==> config.mk <==
export PLATFORM = sky130hd
export DESIGN_NAME = sub8_serial
export DESIGN_NICKNAME = d
export VERILOG_FILES = /design/src/rtl/sub8_serial_pkg.sv /design/src/rtl/sub8_serial_full_sub1.sv /design/src/rtl/sub8_serial.sv
export SDC_FILE = /design/constraint.sdc
export NUM_CORES = 1
export LEC_CHECK = 0
export ABC_AREA = 0
export ABC_CLOCK_PERIOD_IN_PS = 1700
export CAP_MARGIN = 20
export CORE_MARGIN = 4
export CORE_UTILIZATION = 35
export DETAILED_ROUTE_END_ITERATION = 8
export HOLD_SLACK_MARGIN = 0.06
export PLACE_DENSITY_LB_ADDON = 0.08
export SYNTH_ARGS = -nofsm -noshare
export SYNTH_HDL_FRONTEND = slang
export SYNTH_HIERARCHICAL = 1
export SYNTH_SLANG_ARGS = --single-unit
==> constraint.sdc <==
create_clock -name clk -period 1.7 [get_ports clk]
set_input_delay 0.34 -clock clk [delete_from_list [all_inputs] [get_ports clk]]
set_output_delay 0.34 -clock clk [all_outputs]
set_load 0.03 [all_outputs]
==> src/rtl/sub8_serial_pkg.sv <==
// Shared types and sizing helpers for the bit-serial subtractor.
package sub8_serial_pkg;

  typedef enum logic [1:0] {
    IDLE = 2'd0,
    RUN  = 2'd1,
    DONE = 2'd2
  } state_t;

  localparam int W_DEF = 8;

  function automatic int cnt_w(input int w);
    return (w > 1) ? $clog2(w) : 1;
  endfunction

  localparam int CNT_W = cnt_w(W_DEF);

endpackage

==> src/rtl/sub8_serial_full_sub1.sv <==
// 1-bit full-subtractor cell: d = x - y - bin, bout set when the column borrows.
module full_sub1 (
  input  logic x,
  input  logic y,
  input  logic bin,
  output logic d,
  output logic bout
);

  assign d    = x ^ y ^ bin;
  assign bout = (~x & y) | (~(x ^ y) & bin);

endmodule

==> src/rtl/sub8_serial.sv <==
// Bit-serial W-bit subtractor (a - b, LSB first) with start/done handshake.
// Optional compare flags (eq, lt_u, lt_s) are built when SUB8_SERIAL_CMP_EN is defined.
//
// state | meaning
// IDLE  | waiting for start
// RUN   | one difference bit per clock, W clocks
// DONE  | result valid, done pulses; start here chains the next operation
module sub8_serial
  import sub8_serial_pkg::*;
#(
  parameter int W = W_DEF
) (
  input  logic         clk,
  input  logic         rst,
  input  logic         start,
  input  logic [W-1:0] a,
  input  logic [W-1:0] b,
  output logic         busy,
  output logic         done,
  output logic [W-1:0] out,
  output logic         out_b,
  output logic         out_flower
`ifdef SUB8_SERIAL_CMP_EN
  ,
  output logic         eq,
  output logic         lt_u,
  output logic         lt_s
`endif
);

  localparam int CW = cnt_w(W);

  state_t         r_state;
  state_t         w_state_next;
  logic           w_accept;
  logic           w_last;
  logic [W-1:0]   r_a;
  logic [W-1:0]   r_b;
  logic           r_a_msb;
  logic           r_b_msb;
  logic           r_bor;
  logic [CW-1:0]  r_cnt;
  logic [W-2:0]   r_acc;
  logic [W-1:0]   w_cat;
  logic           w_d;
  logic           w_bout;
  logic           w_ovf;
  logic [W-1:0]   r_out;
  logic           r_out_b;
  logic           r_ovf;

  full_sub1 u_cell (
    .x    (r_a[0]),
    .y    (r_b[0]),
    .bin  (r_bor),
    .d    (w_d),
    .bout (w_bout)
  );

  // Newest bit enters at the MSB; after W bits the concatenation is the full result.
  assign w_cat  = {w_d, r_acc};
  assign w_last = (r_state == RUN) && (r_cnt == CW'(W - 1));
  assign w_ovf  = (r_a_msb != r_b_msb) && (w_d != r_a_msb);

  always_comb begin
    w_state_next = r_state;
    w_accept     = 1'b0;
    case (r_state)
      IDLE: begin
        if (start) begin
          w_accept     = 1'b1;
          w_state_next = RUN;
        end
      end
      RUN: begin
        if (w_last) w_state_next = DONE;
      end
      DONE: begin
        if (start) begin
          w_accept     = 1'b1;
          w_state_next = RUN;
        end else begin
          w_state_next = IDLE;
        end
      end
      default: w_state_next = IDLE;
    endcase
  end

  always_ff @(posedge clk) begin
    if (rst) r_state <= IDLE;
    else     r_state <= w_state_next;
  end

  always_ff @(posedge clk) begin
    if (rst) begin
      r_a     <= '0;
      r_b     <= '0;
      r_a_msb <= 1'b0;
      r_b_msb <= 1'b0;
      r_bor   <= 1'b0;
      r_cnt   <= '0;
      r_acc   <= '0;
      r_out   <= '0;
      r_out_b <= 1'b0;
      r_ovf   <= 1'b0;
    end else if (w_accept) begin
      r_a     <= a;
      r_b     <= b;
      r_a_msb <= a[W-1];
      r_b_msb <= b[W-1];
      r_bor   <= 1'b0;
      r_cnt   <= '0;
      r_acc   <= '0;
    end else if (r_state == RUN) begin
      r_a   <= {1'b0, r_a[W-1:1]};
      r_b   <= {1'b0, r_b[W-1:1]};
      r_acc <= w_cat[W-1:1];
      r_bor <= w_bout;
      r_cnt <= r_cnt + CW'(1);
      if (w_last) begin
        r_out   <= w_cat;
        r_out_b <= w_bout;
        r_ovf   <= w_ovf;
      end
    end
  end

`ifdef SUB8_SERIAL_CMP_EN
  logic r_eq;
  logic r_lt_u;
  logic r_lt_s;

  always_ff @(posedge clk) begin
    if (rst) begin
      r_eq   <= 1'b0;
      r_lt_u <= 1'b0;
      r_lt_s <= 1'b0;
    end else if (!w_accept && w_last) begin
      r_eq   <= (w_cat == '0);
      r_lt_u <= w_bout;
      r_lt_s <= w_d ^ w_ovf;
    end
  end

  assign eq   = r_eq;
  assign lt_u = r_lt_u;
  assign lt_s = r_lt_s;
`endif

  assign busy       = (r_state == RUN);
  assign done       = (r_state == DONE);
  assign out        = r_out;
  assign out_b      = r_out_b;
  assign out_flower = r_ovf;

endmodule

==> impl_metrics.ini <==
[routing]
vias = 1358
drc = 0
wirelength_mm = 3.52
via_per_inst = 5.01
drtIter0Drc = 67
wl_per_cell_um = 13.0
postRouteAntennaNets = 0
firstDrtPassIters = 4

[power_and_ir_drop]
leakage_nw = 0.716
peakVddDrop_mv = 0.517
powerDensity_mw_per_mm2 = 929

[sta]
hold_ws_ps = 455
tns_ps = 0
rsz0062_at_grt = false
setup_viol = 0
worstMarginPinSlew_ps = 412
drv_slew = 0
clock-skew-final_ps = 5.25
max-slew-margin-rel_pct = 72.5
timing.final.crit_share_pct = 96.1
fmax_ghz = 0.612
layout_min_cycle_time_ps = 1630
hold_viol = 0

[cts]
postCtsSetupBuffers = 0
cts_buffer_depth = 2
clkTransAtPathRegs_ps = 80
numCtsBuffers = 5
cts-root-buf = clkbuf_8
cts_sinks = 41
tritoncts = done
clock_latency_ps = 280
htreeDepth = 2

[grt]
grt_max_degree = 31
antenna_found_initial = 0
grtUsageTotal_pct = 13.5
gr-total-overflow = 0
grt_first_pass_wirelength_mm = 5.85
grt_pass1_vias = 1302

[critical_path]
max_stage_delay_ps = 670
path_cells = clkdlybuf4s50_1
start_kind = register
cp.depth = 1
crit_buf_inv = 1
reg2regPathDepth = 5
slowest_stage = clkdlybuf4s50_1
critPathTopFamily = buffers and inverters
worstSetupPathType = register to output port
end_kind = output port
cp_max_fo = 2
required_ps = 1360
cp.arrival_ps = 1290

[yosys]
synthMuxAreaShare_pct = 0.625
yosysSeqAreaShare_pct = 51.3
synth_edf_count = 0
synth_nets = 211
netlist_top_cells_count = dfxtp_1 (41), nand2_1 (36), a21oi_1 (27), nor3_1 (18), nand3_1 (13)
syn_avg_cell_area_um2 = 8.47
syn_area_mm2 = 0.00160
ys.flop_type = dfxtp_1
ys.warnings.count = 6
ys_top_cells_by_area = dfxtp_1 (51%), a21oi_1 (8.4%), nand2_1 (8.4%), nor3_1 (5.6%), nand3_1 (4.1%)
synth_cell_type_count = 24
async_flop_share_pct = 0
synth-seq-cells = 41
synthAdderAreaFrac_pct = 2.81
yosysTopAreaCellShare_pct = 51.3
synth_top_family_by_area = simple AND/OR/NAND/NOR gates
netlist_instances = 189
synth_compound_area_share_pct = 15.4
yosysMostFrequentCell = dfxtp_1
yosys.area_share.simple_pct = 22.7
synth_xor_area_share_pct = 0.547
synth_top_cell_by_area = dfxtp_1

[placement]
gp_congestion = 0.749
post-dp-hpwl_mm = 2.40
dp_cells = 263
port_buffers = 30

[floorplan]
die_area_mm2 = 0.00572
coreArea_mm2 = 0.00438
io_pins = 31
start_util_pct = 36.5
die_h_um = 75.6
die_x_um = 75.6
row_count = 24

[hold_path]
hold_path_class = register to register
worst_hold_path.num_cells = 2

[cells_and_area]
nets = 240
final_cells = 271
layout-drive-gt1-share_pct = 7.31
area_growth_pct = 25.6
n_antenna_cell = 0

[flow_run]
drv_cap = 0

[outcome]
status = finished, final reports clean
## flip-flops by register name (all words and copies together), names as in the netlist
signal / flops
out: 8
r_state: 2
out_flower: 1
r_acc: 7
r_bor: 1
r_a_msb: 1
out_b: 1
r_b_msb: 1
r_a: 8
r_cnt: 3
r_b: 8
## cells by family (layout without fill, tap and decap cells)
group | count (synthesis) | after routing
AOI/OAI and AO/OA | 43 | 43
buffers and inverters | 19 | 49
xor gates and xnor gates | 1 | 1
and+or+nand+nor | 81 | 81
DFF | 41 | 41
muxes | 1 | 1
adders and majority gates | 3 | 3
## final cells by class
| cell class | count | area (µm²) |
|---|---|---|
| Inverter | 4 | 20.0 |
| Clock buffer | 6 | 72.6 |
| Tap cell | 52 | 65.1 |
| Sequential cell | 41 | 821 |
| Fill cell | 449 | 2370 |
| Clock inverter | 2 | 10.0 |
| Timing Repair Buffer | 37 | 349 |
| Multi-Input combinational cell | 129 | 673 |
## report_power, final
group / total (mW) / leakage [nW] / switching [mW] / internal [mW]
combinational: 0.238 / 0.337 / 0.131 / 0.107
sequential: 1.03 / 0.334 / 0.0258 / 1.00
clock: 0.601 / 0.0450 / 0.317 / 0.284
## placed cells by master (no fill, tap or decap)
cell type        instances
o22ai_1                  9
inv_6                    1
nor3_1                  18
clkbuf_8                 5
mux2i_1                  1
clkinv_2                 2
ha_1                     2
o21a_1                   1
a21oi_1                 27
a211oi_1                 1
fa_1                     1
nand3_1                 13
a22oi_1                  3
clkbuf_1                 1
inv_1                    3
nor2_1                   7
nor2b_1                  2
dlygate4sd2_1            1
nand3b_1                 2
clkdlybuf4s50_1         28
a311oi_1                 2
nand2_1                 36
xnor2_1                  1
nand2b_1                 3
buf_4                    8
dfxtp_1                 41
## per-layer routing
layer / vias up / wire length, µm / GRT usage, % / part of all wire, %
met3: 5 / 169 / 3.43 / 4.8
met5: - / 0 / 0 / 0
met4: 0 / 63 / 6.99 / 1.8
met1: 616 / 1740 / 17.8 / 50
li1: 707 / - / - / -
met2: 30 / 1540 / 20.1 / 44
## through the flow
stage / utilization, % / worst slack (ps) / cell area [µm²] / power (mW)
floorplan: - / 374 / 1600 / 1.21
global placement: 43.9 / 218 / 1930 / 1.28
detailed placement: 43.9 / 175 / 1930 / 1.29
CTS: 45.8 / 44.5 / 2010 / 1.89
global route: 45.9 / 8.97 / 2010 / 1.95
finish: 45.9 / 66.4 / 2010 / 1.87
## repair_timing
action                     4_1_cts  5_1_grt
gates cloned                     0        0
setup endpoints to repair        1        1
hold buffers                     0        0
resized for setup                1        1
## worst paths after layout
| kind | from | end | slack [ps] |
|---|---|---|---|
| setup reg to reg | r_b[0]$_SDFFE_PP0P_ | out_flower$_SDFFE_PP0P_ | 250 |
| setup / recovery | out[1]$_SDFFE_PP0P_ | out[1] | 70 |
| hold / removal | out[0]$_SDFFE_PP0P_ | out[0]$_SDFFE_PP0P_ | 450 |
| hold reg to reg | out[0]$_SDFFE_PP0P_ | out[0]$_SDFFE_PP0P_ | 450 |
(Power assumes the default switching activity.)
